[config.mk]
export PLATFORM = sky130hd
export DESIGN_NAME = sum_ram_rdout
export DESIGN_NICKNAME = d
export VERILOG_FILES = /design/src/rtl/sum_ram_rdout.sv
export SDC_FILE = /design/constraint.sdc
export NUM_CORES = 1
export LEC_CHECK = 0
export ABC_AREA = 1
export BUFFER_PORTS_ARGS = -buffer_cell sky130_fd_sc_hd__buf_2
export CAP_MARGIN = 30
export CORE_ASPECT_RATIO = 2
export CORE_MARGIN = 2
export CORE_UTILIZATION = 60
export CTS_CLUSTER_DIAMETER = 40
export DETAILED_ROUTE_END_ITERATION = 8
export GPL_ROUTABILITY_DRIVEN = 0
export PLACE_DENSITY = 0.89
export SKIP_CTS_REPAIR_TIMING = 1
export SLEW_MARGIN = 20
export SYNTH_ARGS = -nofsm -noshare
export SYNTH_HDL_FRONTEND = slang
export SYNTH_SLANG_ARGS = --single-unit
[constraint.sdc]
create_clock -name I_clk -period 5.8 [get_ports I_clk]
set_input_delay 1.16 -clock I_clk [delete_from_list [all_inputs] [get_ports I_clk]]
set_output_delay 1.16 -clock I_clk [all_outputs]
set_load 0.1 [all_outputs]
[src/rtl/sum_ram_rdout.sv]
// Sum RAM drain stage: credit-limited read sequencing, in-flight tracking, small FIFO,
// then rounding shift / ReLU / saturation into a valid/ready output register.
//
// state   | meaning
// S_IDLE  | waiting for I_start; parameters latched on accept
// S_READ  | issuing reads 0..len-1 as credit allows
// S_DRAIN | all reads issued; waiting for the last word to transfer
// S_DONE  | one-cycle O_done pulse, then back to idle
module sum_ram_rdout #(
  parameter int C_DSIZE  = 24,
  parameter int C_ASIZE  = 10,
  parameter int C_OSIZE  = 8,
  parameter int C_SHW    = 5,
  parameter int C_RD_LAT = 2
) (
  input  logic               I_clk,
  input  logic               I_rst_n,
  input  logic               I_start,
  input  logic [C_ASIZE:0]   I_len,
  input  logic [C_SHW-1:0]   I_shift,
  input  logic               I_relu_en,
  output logic               O_rd_en,
  output logic [C_ASIZE-1:0] O_raddr,
  input  logic [C_DSIZE-1:0] I_rdata,
  output logic               O_dv,
  input  logic               I_rdy,
  output logic [C_OSIZE-1:0] O_dout,
  output logic               O_busy,
  output logic               O_done
);

  localparam int DEPTH = C_RD_LAT + 2;
  localparam int PW    = (DEPTH > 1) ? $clog2(DEPTH) : 1;
  localparam int CW    = $clog2(DEPTH + 1) + 1;
  localparam int W     = C_DSIZE + 1;
  localparam int LW    = C_ASIZE + 1;
  localparam logic signed [W-1:0] C_MAX = W'((1 << (C_OSIZE - 1)) - 1);
  localparam logic signed [W-1:0] C_MIN = ~C_MAX;

  typedef enum logic [1:0] {S_IDLE, S_READ, S_DRAIN, S_DONE} state_t;

  state_t r_state, w_next;

  logic [LW-1:0]      r_len;
  logic [C_SHW-1:0]   r_shift;
  logic               r_relu;
  logic [C_ASIZE-1:0] r_raddr;
  logic [LW-1:0]      r_xfer_cnt;
  logic [C_RD_LAT-1:0] r_vld;
  logic [C_DSIZE-1:0] r_mem [DEPTH];
  logic [PW-1:0]      r_wptr, r_rptr;
  logic [CW-1:0]      r_cnt;
  logic               r_dv;
  logic [C_OSIZE-1:0] r_dout;

  logic               w_start_ok;
  logic [CW-1:0]      w_infl;
  logic               w_credit;
  logic               w_rd_en;
  logic               w_last_rd;
  logic               w_tail;
  logic               w_empty;
  logic [C_DSIZE-1:0] w_head;
  logic               w_head_vld;
  logic               w_xfer;
  logic               w_load;
  logic               w_pop;
  logic               w_push;
  logic               w_last_xfer;
  logic signed [W-1:0] w_x, w_rnd, w_sum, w_sh, w_relu;
  logic [C_OSIZE-1:0] w_sat;

  always_comb begin
    w_infl = '0;
    for (int i = 0; i < C_RD_LAT; i++) w_infl = w_infl + CW'(r_vld[i]);
  end

  assign w_start_ok  = (r_state == S_IDLE) && I_start;
  assign w_credit    = (r_cnt + w_infl) < CW'(DEPTH);
  assign w_rd_en     = (r_state == S_READ) && w_credit;
  assign w_last_rd   = w_rd_en && (({1'b0, r_raddr} + LW'(1)) == r_len);
  assign w_tail      = r_vld[C_RD_LAT-1];
  assign w_empty     = (r_cnt == '0);
  // An empty FIFO is bypassed so arriving data can load the output register directly.
  assign w_head      = w_empty ? I_rdata : r_mem[r_rptr];
  assign w_head_vld  = !w_empty || w_tail;
  assign w_xfer      = r_dv && I_rdy;
  assign w_load      = w_head_vld && (!r_dv || I_rdy);
  assign w_pop       = w_load && !w_empty;
  assign w_push      = w_tail && !(w_empty && w_load);
  assign w_last_xfer = w_xfer && ((r_xfer_cnt + LW'(1)) == r_len);

  // FSM: state register
  always_ff @(posedge I_clk or negedge I_rst_n) begin
    if (!I_rst_n) r_state <= S_IDLE;
    else          r_state <= w_next;
  end

  // FSM: next state
  always_comb begin
    w_next = r_state;
    case (r_state)
      S_IDLE:  if (I_start) w_next = (I_len == '0) ? S_DONE : S_READ;
      S_READ:  if (w_last_rd) w_next = S_DRAIN;
      S_DRAIN: if (w_last_xfer) w_next = S_DONE;
      S_DONE:  w_next = S_IDLE;
      default: w_next = S_IDLE;
    endcase
  end

  // FSM: outputs
  always_comb begin
    O_rd_en = w_rd_en;
    O_busy  = (r_state != S_IDLE);
    O_done  = (r_state == S_DONE);
  end

  assign O_raddr = r_raddr;
  assign O_dv    = r_dv;
  assign O_dout  = r_dout;

  always_ff @(posedge I_clk or negedge I_rst_n) begin
    if (!I_rst_n) begin
      r_len      <= '0;
      r_shift    <= '0;
      r_relu     <= 1'b0;
      r_raddr    <= '0;
      r_xfer_cnt <= '0;
    end else if (w_start_ok) begin
      r_len      <= I_len;
      r_shift    <= I_shift;
      r_relu     <= I_relu_en;
      r_raddr    <= '0;
      r_xfer_cnt <= '0;
    end else begin
      if (w_rd_en && !w_last_rd) r_raddr <= r_raddr + C_ASIZE'(1);
      if (w_xfer) r_xfer_cnt <= r_xfer_cnt + LW'(1);
    end
  end

  always_ff @(posedge I_clk or negedge I_rst_n) begin
    if (!I_rst_n) begin
      r_vld <= '0;
    end else begin
      r_vld[0] <= w_rd_en;
      for (int i = 1; i < C_RD_LAT; i++) r_vld[i] <= r_vld[i-1];
    end
  end

  always_ff @(posedge I_clk or negedge I_rst_n) begin
    if (!I_rst_n) begin
      for (int i = 0; i < DEPTH; i++) r_mem[i] <= '0;
      r_wptr <= '0;
      r_rptr <= '0;
      r_cnt  <= '0;
    end else begin
      if (w_push) begin
        r_mem[r_wptr] <= I_rdata;
        r_wptr <= (r_wptr == PW'(DEPTH - 1)) ? '0 : r_wptr + PW'(1);
      end
      if (w_pop) r_rptr <= (r_rptr == PW'(DEPTH - 1)) ? '0 : r_rptr + PW'(1);
      r_cnt <= r_cnt + CW'(w_push) - CW'(w_pop);
    end
  end

  // One guard bit keeps the rounding add from overflowing.
  assign w_x    = {w_head[C_DSIZE-1], w_head};
  assign w_rnd  = (r_shift == '0) ? '0 : (W'(1) << (r_shift - C_SHW'(1)));
  assign w_sum  = w_x + w_rnd;
  assign w_sh   = w_sum >>> r_shift;
  assign w_relu = (r_relu && w_sh[W-1]) ? '0 : w_sh;

  always_comb begin
    w_sat = w_relu[C_OSIZE-1:0];
    if (w_relu > C_MAX)      w_sat = C_MAX[C_OSIZE-1:0];
    else if (w_relu < C_MIN) w_sat = C_MIN[C_OSIZE-1:0];
  end

  always_ff @(posedge I_clk or negedge I_rst_n) begin
    if (!I_rst_n) begin
      r_dv   <= 1'b0;
      r_dout <= '0;
    end else if (w_load) begin
      r_dv   <= 1'b1;
      r_dout <= w_sat;
    end else if (w_xfer) begin
      r_dv   <= 1'b0;
    end
  end

endmodule

### Yosys cells after proc, flatten, opt, wreduce, memory -nomap -nowiden

Index checks and enable logic that the tools add are counted.

* flip-flop bits (word level): 155
* input port bits: 45
* output and inout bits: 22
* word-level logic and storage cells: 98

* $add $sub $neg: 11
* $lt $le $gt $ge: 6
* equal/unequal tests: 10
* shift-type cells: 2
* multiplexer cells: 24
* bitwise gates (word level): 2
* reductions and logical operators: 27

Operators with widths (number)
* bitwise mux 96 bit: 1
* 2-to-1 mux 24 bit: 4
* 2-to-1 mux 25 bit: 2
* binary-select mux 24 bit (select 2 bit): 1
* demux 24 bit (select 2 bit): 1
* adder 24 x 25 -> 25 bit: 1
* > comparator 25 x 8 -> 1 bit, second input constant: 1
* < comparator 25 x 8 -> 1 bit, second input constant: 1
* << shifter 1 x 5 -> 25 bit, first input constant: 1
* >>> shifter 25 x 5 -> 25 bit: 1
* == test 11 bit: 2
* 2-to-1 mux 11 bit: 2
* 2-to-1 mux 10 bit: 2
* 2-to-1 mux 8 bit: 2
* logical AND 1 bit: 12
* 2-to-1 mux 2 bit: 6
* adder 10 x 1 -> 11 bit, second input constant: 1
* adder 11 x 1 -> 11 bit, second input constant: 1
* zero test 11 bit: 1
* adder 10 x 1 -> 10 bit, second input constant: 1
* == test 2 bit, second input constant: 4
* case mux 2 bit (4 select lines): 1
* nonzero test 2 bit: 4
* >= comparator 3 bit, second input constant: 2
* 18 further kinds: 27

### Depth between registers and ports, before layout

* depth in word-level cells: 12
* gate-level depth with buffers: 41

### Worst setup path after synthesis

Ideal clock, no wire load.

* path type: register to output
* from: register r_cnt[0]
* to: output O_rd_en
* arrival time: 3.192 ns
* path slack: 1.448 ns
* stages on the path, launching flop included: 6
* buffers on the path: 0
* path through: dfrtp_1 > ha_1 > a21o_1 > nand3_1 > nand2_1 > nor3_1

* cells in the longest elaborated chain, start to end: 3

RTL lines
* start: declaration: RTL line 52 `logic [CW-1:0] r_cnt;`
* start signal: assignment: RTL line 162 `r_cnt <= r_cnt + CW'(w_push) - CW'(w_pop);`
* adder 4 x 2 -> 4 bit: RTL line 79 `assign w_credit = (r_cnt + w_infl) < CW'(DEPTH);`
* < comparator 4 x 3 -> 1 bit: RTL line 79
* logical AND 1 bit: RTL line 80 `assign w_rd_en = (r_state == S_READ) && w_credit;`
* end: declaration: RTL line 22 `output logic O_rd_en,`

No other way between the ends.

### Final worst setup path

* from: register r_shift[3]
* to: register r_dout[5] (netlist: O_dout[5])

* cells in the longest elaborated chain, start to end: 10

RTL lines
* start: declaration: RTL line 45 `logic [C_SHW-1:0] r_shift;`
* start signal: assignment: RTL line 131 `r_shift <= I_shift;`
* subtractor 5 x 1 -> 5 bit: RTL line 168 `assign w_rnd = (r_shift == '0) ? '0 : (W'(1) << (r_shift - C_SHW'(1)));`
* << shifter 1 x 5 -> 25 bit: RTL line 168
* 2-to-1 mux 25 bit: RTL line 168
* adder 24 x 25 -> 25 bit: RTL line 169 `assign w_sum = w_x + w_rnd;`
* >>> shifter 25 x 5 -> 25 bit (*): RTL line 170 `assign w_sh = w_sum >>> r_shift;`
* logical AND 1 bit: RTL line 171 `assign w_relu = (r_relu && w_sh[W-1]) ? '0 : w_sh;`
* 2-to-1 mux 25 bit (*): RTL line 171
* < comparator 25 x 8 -> 1 bit: RTL line 176 `else if (w_relu < C_MIN) w_sat = C_MIN[C_OSIZE-1:0];`
* 2-to-1 mux 8 bit: RTL line 176
* 2-to-1 mux 8 bit (*): RTL line 175 `if (w_relu > C_MAX) w_sat = C_MAX[C_OSIZE-1:0];`
* end signal: assignment: RTL line 185 `r_dout <= w_sat;`
* end: declaration: RTL line 54 `logic [C_OSIZE-1:0] r_dout;`

Every way passes the cells marked *; elsewhere a longest branch is shown, timed or not.
A chain may end at the register's enable or synchronous reset.

==> results.toml <==
[worst_setup_path]
critPathLaunchType = "register"
cp-end-kind = "register"
path_class = "register to register"
crit_fanout = 15
crit_arrival_ps = 5400
critPathRequiredTime_ps = 6130

[routing]
vias_per_cell = 6.046
avgRoutedWirePerCell_um = 17.51
drc = 0
drt_iter0_drc = 1099
via_count = 12085
antenna_left = 0
firstDrtPassIters = 6
routed_wl_um = 35000

[clocking]
numCtsBuffers = 17
cts_tree = "yes"
clockBufferDepth = 2
cts_root_buf = "clkbuf_16"
path_clk_slew_ps = 60
htree_levels = 4
worstSkewPairLatency_ps = 440
cts.sinks = 155

[pwr]
ir_worst_vdd_v = 0.0004300
power_per_cell_area_mw_per_mm2 = 656.3
p_leak_nw = 6.417

[synth]
synth_cell_types = 43
synth.area.mux_share_pct = 0.08853
synth_seq_cells = 155
syn-instance-count = 1731
synth_compound_area_share_pct = 13.71
yosys_warnings = 0
synth_area_per_cell_um2 = 6.531
synthesis.area_mm2 = 0.01131
synth_xor_area_share_pct = 1.782
synth-simple-area-share_pct = 34.85
synth_top_family_by_area = "simple AND/OR/NAND/NOR gates"
synthAdderAreaFrac_pct = 5.113
syn_nets = 1821
ys_seq_area_share_pct = 34.31

[global_routing]
grt_usage_pct = 36.59
grt_max_degree = 61
grt.met1_usage_pct = 40.13
use_met3_pct = 6.742
grt_pass1_vias = 11654
antenna_found_initial = 0
busiest_layer = "met2"
grt_util_met2_pct = 62.20
overflow = 0
grt_pass1_wl_um = 56740

[timing]
relSlewSlack_pct = 51.77
maxSlewViolCount = 0
tightest_slew_ps = 717.9
period_share_pct = 87.46
fin_crit_ps = 5073
finClkSkew_ps = 9.170
tns_ps = 0
fmax_mhz = 197.1
finalHoldViolCount = 0
rsz0062_at_grt = "no"
setup-violations-final = 0
hold_ws_ps = 402.4

[cells_and_area]
area_growth_pct = 9.185
drive_gt1_share_pct = 8.881
final_nets = 1856

[die]
die_y_um = 198.1
row_count = 71
die_x_um = 101.1
die-area_mm2 = 0.02002
io_pins = 67
initial_core_util_pct = 60.60
core-area_mm2 = 0.01866

[job]
cap_violations = 0

[placement]
port_buffers = 66
hpwlAfterDp_um = 24870

[outcome]
outcome = "complete, no violations"

[hold_path]
hold_class = "register to register"
[power by group]
group	switching, W	internal (W)	total [W]
Clock	0.000452	0.000546	0.000999
Sequential	0.000311	0.00150	0.00181
Combinational	0.00370	0.00159	0.00529
[metrics by stage]
step	instances	instance area (um2)	util [%]	setup slack (ps)	power (W)
2_1_floorplan	1731	11310	-	1448	0.005616
3_3_place_gp	1965	11790	63.17	1151	0.006742
3_5_place_dp	1966	11810	63.32	1052	0.006879
4_1_cts	1998	12340	66.16	1024	0.007926
5_1_grt	1998	12340	66.16	297.7	0.008749
6_report	1999	12340	66.17	727.2	0.008101
[cells by family after synthesis]
family / after synthesis
mux: 1
compound gates: 289
flops: 155
xor+xnor: 23
buf+inv: 298
fa+ha+maj: 45
simple gates: 920
[flip-flops by register name, indices dropped and copies added (netlist names)]
register	cells
O_dout	8
r_xfer_cnt	11
r_rptr	2
r_vld	2
O_raddr	10
r_cnt	4
r_relu	1
r_state	2
r_mem	96
r_shift	5
O_dv	1
r_len	11
r_wptr	2
[worst max-delay path: stages, from the launching register on]
cell	delay, ps
dfrtp_1	560
inv_1	280
nor2_1	150
buf_4	200
clkinv_1	280
nor3_1	620
ha_1	370
nand2_2	120
nor2_1	250
nand2_1	150
nor2_1	150
nand2_1	100
nand3_1	120
nand2_1	100
nand3_1	110
nand3_1	140
nand2_1	90
nand2_1	60
a21oi_1	260
nor2_2	90
a21oi_1	120
nand3_1	100
nor2_1	110
nand2_1	70
nor2_2	130
nor2_4	80
nor2_1	100
nor2_1	60
[area by class of cell]
cell class / count / area (um2)
Fill cell: 1557 / 6311
Multi-Input combinational cell: 1278 / 6280
Sequential cell: 155 / 3879
Inverter: 228 / 860.8
Timing Repair Buffer: 86 / 519.2
Clock buffer: 19 / 432.9
Tap cell: 219 / 274.0
Clock inverter: 13 / 96.34
Antenna cell: 1 / 2.502
[path summary, 6_finish.rpt]
| path | slack [ps] | depth (start not counted) | endpoint | start |
|---|---|---|---|---|
| max in group asynchronous | 3840 | 3 | r_mem[38] | I_rst_n |
| max | 730 | 27 | O_dout[5] | r_shift[3] |
| min reg2reg | 400 | 0 | r_vld[1] | r_vld[0] |
| min in group asynchronous | 690 | 1 | O_dout[7] | I_rst_n |
| min | 400 | 0 | r_vld[1] | r_vld[0] |
| max reg2reg | 730 | 27 | O_dout[5] | r_shift[3] |
[layout by cell type (no fill, tap or decap), types with 3 or more instances in the layout]
cell,netlist,layout
inv_2,4,4
nor2_4,4,4
dfrtp_1,155,155
clkinv_4,0,3
o22ai_1,41,41
nor2_2,9,9
xnor2_1,8,8
buf_4,1,18
clkbuf_16,0,17
nand3b_1,7,7
a21oi_1,39,39
xor2_1,15,15
clkinv_2,0,3
buf_2,10,65
inv_1,218,218
nand4_1,22,22
nand3_1,202,202
nand2_1,487,487
nand2_2,12,12
clkinvlp_4,0,5
o211ai_1,4,4
clkinv_1,4,4
nor3_1,10,10
o21ai_0,192,192
or2_2,4,4
ha_1,43,43
nor2_1,154,154
nand3_2,4,4
[cell usage after synthesis (all sizes together)]
cell type | n | share of area [%]
xor2 | 15 | 1.2
nand3b | 7 | 0.46
o211ai | 4 | 0.27
buf | 23 | 0.97
o21ai | 192 | 8.5
ha | 43 | 4.8
o2111ai | 1 | 0.077
fa | 2 | 0.35
a21oi | 40 | 1.8
a2111oi | 2 | 0.15
a221oi | 1 | 0.077
a221o | 1 | 0.089
clkinv | 4 | 0.13
nand4 | 22 | 1.2
o22ai | 41 | 2.3
nor2 | 167 | 6.0
or2 | 5 | 0.28
nand2 | 501 | 17
o2bb2ai | 2 | 0.15
xnor2 | 8 | 0.62
mux2i | 1 | 0.089
and2 | 1 | 0.055
nor4 | 1 | 0.055
o221ai | 1 | 0.077
dfrtp | 155 | 34
nor3 | 10 | 0.44
a21o | 2 | 0.13
inv | 224 | 7.5
a31oi | 2 | 0.11
nand3 | 206 | 9.3
clkbuf | 47 | 1.6
[metal layers]
layer / up-vias / wire [um]
met2: 644 / 17640
met1: 5560 / 11960
li1: 5672 / -
met3: 209 / 2531
met5: - / 0
met4: 0 / 2865
Note: power is estimated with default switching activity, not from simulation.
